[config.mk]
export PLATFORM = sky130hd
export DESIGN_NAME = lsu_req_serializer_flat
export DESIGN_NICKNAME = d
export VERILOG_FILES = /design/src/rtl/lsu_req_serializer_if.sv /design/src/rtl/lsu_req_serializer.sv /design/src/flat_wrapper.sv
export SDC_FILE = /design/constraint.sdc
export NUM_CORES = 1
export LEC_CHECK = 0
export BUFFER_PORTS_ARGS = -buffer_cell sky130_fd_sc_hd__buf_2
export CAP_MARGIN = 15
export CORE_UTILIZATION = 50
export DETAILED_ROUTE_END_ITERATION = 16
export PLACE_DENSITY = 0.78
export REMOVE_ABC_BUFFERS = 1
export SLEW_MARGIN = 10
export SYNTH_ARGS = -nofsm -noshare
export SYNTH_HDL_FRONTEND = slang
export SYNTH_SLANG_ARGS = --single-unit
[constraint.sdc]
create_clock -name clk -period 2.6 [get_ports clk]
set_input_delay 0.52 -clock clk [delete_from_list [all_inputs] [get_ports clk]]
set_output_delay 0.52 -clock clk [all_outputs]
set_load 0.1 [all_outputs]
[src/rtl/lsu_req_serializer_if.sv]
// Bus bundle for lsu_req_serializer.
// Carries the warp-wide request channel (req_*) and the per-thread
// memory request channel (mem_req_*).
//   slave  : the serializer. It accepts req_* and drives mem_req_*.
//   master : the environment. It drives req_* and accepts mem_req_*.
interface lsu_req_serializer_if #(
  parameter int NUM_THREADS = 4,
  parameter int NW_BITS     = 2,
  parameter int UUID_BITS   = 44,
  parameter int NR_BITS     = 5
);
  localparam int TID_W = $clog2(NUM_THREADS);

  logic                      req_valid;
  logic                      req_ready;
  logic [UUID_BITS-1:0]      req_uuid;
  logic [NW_BITS-1:0]        req_wid;
  logic [NUM_THREADS-1:0]    req_tmask;
  logic [3:0]                req_op_type;
  logic [NUM_THREADS*32-1:0] req_store_data;
  logic [NUM_THREADS*32-1:0] req_base_addr;
  logic [31:0]               req_offset;
  logic [NR_BITS-1:0]        req_rd;
  logic                      req_wb;

  logic                      mem_req_valid;
  logic                      mem_req_ready;
  logic                      mem_req_rw;
  logic [31:0]               mem_req_addr;
  logic [3:0]                mem_req_byteen;
  logic [31:0]               mem_req_data;
  logic [TID_W-1:0]          mem_req_tid;
  logic [UUID_BITS-1:0]      mem_req_uuid;
  logic [NW_BITS-1:0]        mem_req_wid;
  logic [NR_BITS-1:0]        mem_req_rd;
  logic                      mem_req_wb;
  logic                      mem_req_last;

  modport slave (
    input  req_valid, req_uuid, req_wid, req_tmask, req_op_type,
           req_store_data, req_base_addr, req_offset, req_rd, req_wb,
    output req_ready,
    output mem_req_valid, mem_req_rw, mem_req_addr, mem_req_byteen,
           mem_req_data, mem_req_tid, mem_req_uuid, mem_req_wid,
           mem_req_rd, mem_req_wb, mem_req_last,
    input  mem_req_ready
  );

  modport master (
    output req_valid, req_uuid, req_wid, req_tmask, req_op_type,
           req_store_data, req_base_addr, req_offset, req_rd, req_wb,
    input  req_ready,
    input  mem_req_valid, mem_req_rw, mem_req_addr, mem_req_byteen,
           mem_req_data, mem_req_tid, mem_req_uuid, mem_req_wid,
           mem_req_rd, mem_req_wb, mem_req_last,
    output mem_req_ready
  );
endinterface

[src/rtl/lsu_req_serializer.sv]
// lsu_req_serializer: breaks one warp-wide LSU request into per-thread
// memory requests. The active threads are issued one at a time, lowest
// thread index first.
// Ports:
//   clk   : sole clock
//   reset : asynchronous, active-low
//   bus   : lsu_req_serializer_if.slave (req_* in, mem_req_* out)
//   busy  : high while a warp is being issued
//
// state | meaning
// IDLE  | ready for a new warp request (req_ready = 1)
// ISSUE | presenting the lowest pending thread on mem_req_*
module lsu_req_serializer #(
  parameter int NUM_THREADS = 4,
  parameter int NW_BITS     = 2,
  parameter int UUID_BITS   = 44,
  parameter int NR_BITS     = 5
) (
  input  logic                   clk,
  input  logic                   reset,
  lsu_req_serializer_if.slave    bus,
  output logic                   busy
);
  localparam int TID_W = $clog2(NUM_THREADS);

  localparam logic [0:0] IDLE  = 1'b0;
  localparam logic [0:0] ISSUE = 1'b1;

  logic [0:0]                   state_q, state_d;
  logic [NUM_THREADS-1:0]       pending_q, pending_d;
  logic [NUM_THREADS-1:0][31:0] addr_q;
  logic [NUM_THREADS-1:0][31:0] data_q;
  logic [UUID_BITS-1:0]         uuid_q;
  logic [NW_BITS-1:0]           wid_q;
  logic [NR_BITS-1:0]           rd_q;
  logic                         wb_q;
  logic [3:0]                   op_q;

  logic             accept;
  logic             issue;
  logic [TID_W-1:0] tid;
  logic             last;
  logic [31:0]      sel_addr;
  logic [1:0]       lane;
  logic [3:0]       byteen;

  assign accept = bus.req_valid && (state_q == IDLE);
  assign issue  = (state_q == ISSUE);

  // Lowest set bit wins: scan downwards so the last hit is the smallest index.
  always_comb begin
    tid = '0;
    for (int i = NUM_THREADS - 1; i >= 0; i--) begin
      if (pending_q[i]) tid = TID_W'(i);
    end
  end

  // Exactly one bit set: non-zero and clearing the lowest bit leaves nothing.
  assign last = (pending_q != '0) &&
                ((pending_q & (pending_q - NUM_THREADS'(1))) == '0);

  assign sel_addr = addr_q[tid];
  assign lane     = sel_addr[1:0];

  always_comb begin
    byteen = 4'b0000;
    case (op_q[1:0])
      2'd0:    byteen = 4'b0001 << lane;
      2'd1:    byteen = 4'b0011 << lane;
      default: byteen = 4'b1111;
    endcase
  end

  always_comb begin
    state_d   = state_q;
    pending_d = pending_q;
    if (accept) begin
      if (bus.req_tmask != '0) begin
        pending_d = bus.req_tmask;
        state_d   = ISSUE;
      end
    end else if (issue && bus.mem_req_ready) begin
      pending_d      = pending_q;
      pending_d[tid] = 1'b0;
      if (last) state_d = IDLE;
    end
  end

  always_ff @(posedge clk or negedge reset) begin
    if (!reset) begin
      state_q   <= IDLE;
      pending_q <= '0;
      addr_q    <= '0;
      data_q    <= '0;
      uuid_q    <= '0;
      wid_q     <= '0;
      rd_q      <= '0;
      wb_q      <= 1'b0;
      op_q      <= '0;
    end else begin
      state_q   <= state_d;
      pending_q <= pending_d;
      if (accept && (bus.req_tmask != '0)) begin
        for (int i = 0; i < NUM_THREADS; i++) begin
          addr_q[i] <= bus.req_base_addr[i*32 +: 32] + bus.req_offset;
          data_q[i] <= bus.req_store_data[i*32 +: 32];
        end
        uuid_q <= bus.req_uuid;
        wid_q  <= bus.req_wid;
        rd_q   <= bus.req_rd;
        wb_q   <= bus.req_wb;
        op_q   <= bus.req_op_type;
      end
    end
  end

  assign bus.req_ready      = (state_q == IDLE);
  assign busy               = issue;
  assign bus.mem_req_valid  = issue;
  assign bus.mem_req_rw     = op_q[3];
  assign bus.mem_req_addr   = {sel_addr[31:2], 2'b00};
  // Gated so the reset/idle value is all-zero rather than the size-0 pattern.
  assign bus.mem_req_byteen = issue ? byteen : 4'b0000;
  assign bus.mem_req_data   = op_q[3] ? (data_q[tid] << {lane, 3'b000}) : 32'd0;
  assign bus.mem_req_tid    = tid;
  assign bus.mem_req_uuid   = uuid_q;
  assign bus.mem_req_wid    = wid_q;
  assign bus.mem_req_rd     = rd_q;
  assign bus.mem_req_wb     = wb_q;
  assign bus.mem_req_last   = last;
endmodule

[src/flat_wrapper.sv]
// flat-port wrapper written by rule: the top's interface ports become plain ports
module lsu_req_serializer_flat 
#(
  parameter int NUM_THREADS = 4,
  parameter int NW_BITS     = 2,
  parameter int UUID_BITS   = 44,
  parameter int NR_BITS     = 5
)
  (clk, reset, busy, bus_req_valid, bus_req_uuid, bus_req_wid, bus_req_tmask, bus_req_op_type, bus_req_store_data, bus_req_base_addr, bus_req_offset, bus_req_rd, bus_req_wb, bus_req_ready, bus_mem_req_valid, bus_mem_req_rw, bus_mem_req_addr, bus_mem_req_byteen, bus_mem_req_data, bus_mem_req_tid, bus_mem_req_uuid, bus_mem_req_wid, bus_mem_req_rd, bus_mem_req_wb, bus_mem_req_last, bus_mem_req_ready);
  lsu_req_serializer_if #(.NUM_THREADS(NUM_THREADS), .NW_BITS(NW_BITS), .UUID_BITS(UUID_BITS), .NR_BITS(NR_BITS)) bus_i ();
  input  logic clk;
  input  logic reset;
  output logic busy;
  input wire logic [$bits(bus_i.req_valid)-1:0] bus_req_valid;
  input wire logic [$bits(bus_i.req_uuid)-1:0] bus_req_uuid;
  input wire logic [$bits(bus_i.req_wid)-1:0] bus_req_wid;
  input wire logic [$bits(bus_i.req_tmask)-1:0] bus_req_tmask;
  input wire logic [$bits(bus_i.req_op_type)-1:0] bus_req_op_type;
  input wire logic [$bits(bus_i.req_store_data)-1:0] bus_req_store_data;
  input wire logic [$bits(bus_i.req_base_addr)-1:0] bus_req_base_addr;
  input wire logic [$bits(bus_i.req_offset)-1:0] bus_req_offset;
  input wire logic [$bits(bus_i.req_rd)-1:0] bus_req_rd;
  input wire logic [$bits(bus_i.req_wb)-1:0] bus_req_wb;
  output wire logic [$bits(bus_i.req_ready)-1:0] bus_req_ready;
  output wire logic [$bits(bus_i.mem_req_valid)-1:0] bus_mem_req_valid;
  output wire logic [$bits(bus_i.mem_req_rw)-1:0] bus_mem_req_rw;
  output wire logic [$bits(bus_i.mem_req_addr)-1:0] bus_mem_req_addr;
  output wire logic [$bits(bus_i.mem_req_byteen)-1:0] bus_mem_req_byteen;
  output wire logic [$bits(bus_i.mem_req_data)-1:0] bus_mem_req_data;
  output wire logic [$bits(bus_i.mem_req_tid)-1:0] bus_mem_req_tid;
  output wire logic [$bits(bus_i.mem_req_uuid)-1:0] bus_mem_req_uuid;
  output wire logic [$bits(bus_i.mem_req_wid)-1:0] bus_mem_req_wid;
  output wire logic [$bits(bus_i.mem_req_rd)-1:0] bus_mem_req_rd;
  output wire logic [$bits(bus_i.mem_req_wb)-1:0] bus_mem_req_wb;
  output wire logic [$bits(bus_i.mem_req_last)-1:0] bus_mem_req_last;
  input wire logic [$bits(bus_i.mem_req_ready)-1:0] bus_mem_req_ready;
  assign bus_i.req_valid = bus_req_valid;
  assign bus_i.req_uuid = bus_req_uuid;
  assign bus_i.req_wid = bus_req_wid;
  assign bus_i.req_tmask = bus_req_tmask;
  assign bus_i.req_op_type = bus_req_op_type;
  assign bus_i.req_store_data = bus_req_store_data;
  assign bus_i.req_base_addr = bus_req_base_addr;
  assign bus_i.req_offset = bus_req_offset;
  assign bus_i.req_rd = bus_req_rd;
  assign bus_i.req_wb = bus_req_wb;
  assign bus_req_ready = bus_i.req_ready;
  assign bus_mem_req_valid = bus_i.mem_req_valid;
  assign bus_mem_req_rw = bus_i.mem_req_rw;
  assign bus_mem_req_addr = bus_i.mem_req_addr;
  assign bus_mem_req_byteen = bus_i.mem_req_byteen;
  assign bus_mem_req_data = bus_i.mem_req_data;
  assign bus_mem_req_tid = bus_i.mem_req_tid;
  assign bus_mem_req_uuid = bus_i.mem_req_uuid;
  assign bus_mem_req_wid = bus_i.mem_req_wid;
  assign bus_mem_req_rd = bus_i.mem_req_rd;
  assign bus_mem_req_wb = bus_i.mem_req_wb;
  assign bus_mem_req_last = bus_i.mem_req_last;
  assign bus_i.mem_req_ready = bus_mem_req_ready;
  lsu_req_serializer #(.NUM_THREADS(NUM_THREADS), .NW_BITS(NW_BITS), .UUID_BITS(UUID_BITS), .NR_BITS(NR_BITS)) u_core (.clk(clk), .reset(reset), .bus(bus_i), .busy(busy));
endmodule
==> Flow_metrics.wiki <==
{| class="wikitable"
! Metric !! Value
|-
| Die outline area || 43,400 um2
|-
| Number of placement rows || 75
|-
| Maximum vdd ir drop || 1.27 mV
|-
| Clock-pin slew reported for the worst setup and hold paths after clock tree synthesis || 0.06 ns
|-
| Maximum number of pins on one net before global-route repair || 155
|-
| Via count of the first global-routing pass || 24,099
|-
| Synthesized area || 21,300 um2
|-
| Starting Density || 0.507
|-
| Failing checks || negative setup slack
|-
| I/O Buffers || 475
|-
| Critical path start-end classification || reg2out
|-
| Count of routing violations after the opening detailed-route iteration || 2,329
|-
| Global-route wire length before repair || 126,000 um
|-
| Number of buffers created by CTS || 37
|-
| Most frequent standard cell in the layout excluding fill and tap cells || nand2_1
|-
| Setup slack after layout || -0.991 ns
|-
| Data required time of the critical path || 2.08 ns
|-
| Global placement routability congestion || 1.01
|-
| Post-Route Skew || 0.0124 ns
|-
| Main combinational cell family by area after synthesis || simple AND/OR/NAND/NOR gates
|-
| Final routed wirelength across all metal layers || 82,000 um
|-
| Type of destination of the critical path || primary output
|-
| Congestion Overflow GR || 0
|-
| Util after Layout || 0.741
|-
| Class of the tightest hold or removal check || in2reg
|-
| Relative max-transition margin || 0.490
|-
| Synthesis-to-layout area growth || 46.1%
|-
| Hold Worst Slack || 0.163 ns
|-
| Fraction of the mapped netlist area in adder cells || 0.0767
|-
| Power density over cell area || 1630 nW/um2
|-
| Vias post-DR || 24,123
|-
| H-tree level count || 2
|-
| Leakage || 15.6 nW
|-
| Multiplexer share of the synthesized area || 0.0365
|-
| Final critical-path share of the clock period || 1.38
|-
| Count of buffering cells on the critical path with inverters included || 4
|-
| Clock root buffer || clkbuf_16
|-
| Simple-gate share of the synthesized area || 0.228
|-
| Slowest cell delay on critical path || 0.48 ns
|-
| Core Area || 41,900 um2
|-
| Final slew viol count || 0
|-
| GRT Total Usage || 0.365
|-
| Clock latency on the worst-skew pair || 0.54 ns
|-
| Final Setup Violations || 68
|-
| Vias per inst || 5.90
|-
| Maximum clock insertion buffer count || 3
|-
| Clock tree from TritonCTS || yes
|-
| Library cell contributing the largest single delay on the critical path || dfrtp_4
|-
| Crit path cell chain || nor2b_4 -> o21bai_4 -> buf_12 -> buf_4 -> mux2i_1 -> mux2i_1 -> nor2_1 -> a2111oi_2 -> buf_4 -> o311a_4 -> buf_12
|-
| Number of remaining DRC errors || 0
|-
| Proportion of layout cells with a drive suffix above 1 || 0.336
|-
| Critical Path Source Type || flip-flop
|-
| Top cell family by delay on the critical path || buffers and inverters
|-
| Unrepaired setup endpoints after global routing || true
|-
| Number of iterations in the first detailed-routing pass || 6
|-
| Sinks on Clock Net || 316
|-
| Avg Synthesized Cell Area || 7.86 um2
|-
| Endpoint arrival time on the critical path || 3.07 ns
|-
| Final worst path period need || 3.59 ns
|-
| Xor-xnor portion of the synthesized cell area || 0.0453
|-
| Pin slew with the least headroom to its limit || 0.765 ns
|-
| Leading cell types in the layout, fill and taps excluded || 803 x nand2_1, 414 x buf_4, 405 x buf_2
|-
| Total count of hold-check failures in the final report || 0
|-
| Antenna violations before repair || 2
|-
| Number of library cell types mapped by synthesis || 76
|-
| Maximum fanout along the worst path || 11
|-
| Setup Slack @ Placement || -0.780 ns
|-
| FFs w/ async S/R, synth || 1.00
|-
| Number of primary I/O pins || 479
|-
| WL/cell || 20.0 um
|-
| Most common flop cell mapped by yosys || dfrtp_1
|-
| Number of synthesized flops with an enable pin || 0
|-
| Maximum capacitance violations || 0
|-
| Maximum clock frequency || 278 MHz
|-
| Compound-gate portion of the synthesized area || 0.207
|-
| Hpwl dp || 60,400 um
|-
| Final antenna-violating net count || 0
|-
| Post-synthesis sequential element count || 316
|-
| Y dimension of the die || 208 um
|-
| Number of warnings reported in the yosys synthesis log || 0
|-
| Result of the run || finished with violations
|-
| Portion of the post-synthesis area used by sequential elements || 0.372
|-
| Net count, final || 4,000
|-
| Mapped Cells || 2,706
|-
| Chip width || 208 um
|}
-- cells by family (layout without fill, tap and decap cells) --
group           Yosys count  after routing
flops                   316            316
mux                      76             76
buf+inv                 182           1024
fa+ha+maj               128            128
other cells               1              5
xor+xnor                110            110
simple gates           1177           1177
compound gates          716            716
-- path summary, 6_finish.rpt --
kind	from	slack, ns	endpoint	depth (start not counted)
hold / removal	bus_req_store_data[46]	0.16	u_core.data_q[46]	3
setup reg to reg	u_core.bus.mem_req_valid	0.47	u_core.bus.mem_req_wid[1]	6
min in group asynchronous	reset	0.49	u_core.addr_q[63]	2
setup / recovery	u_core.pending_q[3]	-0.99	bus_mem_req_data[31]	11
max in group asynchronous	reset	1.20	u_core.data_q[32]	3
hold reg to reg	u_core.bus.mem_req_uuid[14]	0.47	u_core.bus.mem_req_uuid[14]	2
-- registers in the layout, indices dropped and copies added (netlist names) --
signal / count
u_core.bus.mem_req_wb: 1
u_core.bus.mem_req_rd: 5
u_core.addr_q: 128
u_core.op_q: 3
u_core.bus.mem_req_wid: 2
u_core.bus.mem_req_uuid: 44
u_core.data_q: 128
u_core.bus.mem_req_valid: 1
u_core.pending_q: 4
-- per-layer routing --
| metal | global-route usage | up-vias | part of all wire |
|---|---|---|---|
| li1 | - | 11007 | - |
| met1 | 0.452 | 11444 | 0.38 |
| met2 | 0.618 | 1372 | 0.47 |
| met3 | 0.0604 | 300 | 0.087 |
| met4 | 0.179 | 0 | 0.055 |
| met5 | 0 | - | 0 |
-- worst register-to-register path: stages (launching register included) --
cell	delay [ns]
dfrtp_1	0.45
inv_1	0.21
nand2_1	0.23
nor2_4	0.23
buf_12	0.43
nand2_1	0.39
nand2_1	0.12
-- report_power, final --
part | switching, mW | internal (mW)
Clock | 2.24 | 3.58
Combinational | 22.5 | 13.2
Sequential | 1.71 | 7.26
-- stage by stage --
step                      instance area, um2  instances  setup TNS [ns]  power (mW)
after floorplan                        20600       2548        -2566.03        27.0
after global placement                 28200       3989          -46.68        39.5
after detailed placement               28200       3989          -52.00        40.1
after CTS                              30300       4073          -53.50        48.3
after global routing                   31100       4090          -57.97        52.5
final                                  31100       4091          -51.96        50.6
-- cells in the mapped netlist, types with 5 or more instances --
library cell    n  area (um2)
a211oi_1       35         263
a21boi_0        6        45.0
a21o_1         60         450
a21oi_1       160         801
a221oi_1       11        96.3
a31oi_1        52         325
and2_1         12        75.1
and3_1         10        62.6
buf_1          14        52.6
buf_2          17        85.1
buf_4           8        60.1
clkbuf_1      118         443
dfrtp_1       316        7910
ha_1          124        1550
inv_1          22        82.6
mux2_2         12         135
mux2i_1        64         641
nand2_1       805        3020
nand2b_1       15        93.8
nand3_1        75         375
nand3b_1        5        37.5
nand4_1        12        75.1
nor2_1        171         642
nor2b_1        18         113
nor3_1         21         105
nor4_1          6        37.5
o211a_1         6        60.1
o211ai_1       11        82.6
o21a_1         26         195
o21ai_0       246        1230
o21bai_1       24         180
o22ai_1         6        37.5
o31ai_1        14         105
o41ai_1         7        61.3
or3_1           7        43.8
xnor2_1        56         490
xor2_1         54         473
-- timing repair --
item,CTS,global route
setup buffers,15,17
gates cloned,2,1
endpoints found under the hold margin,56,0
resized for setup,170,137
hold buffers,1,0
pin swaps,16,38
setup endpoints to repair,91,105
-- layout make-up --
type	count	area [um2]
Antenna cell	3	7.51
Clock buffer	50	1100
Clock inverter	18	273
Fill cell	2986	10900
Inverter	23	86.3
Multi-Input combinational cell	2209	13800
Sequential cell	316	7910
Tap cell	539	674
Timing Repair Buffer	933	7230
Power figures use the tool's default switching activity.
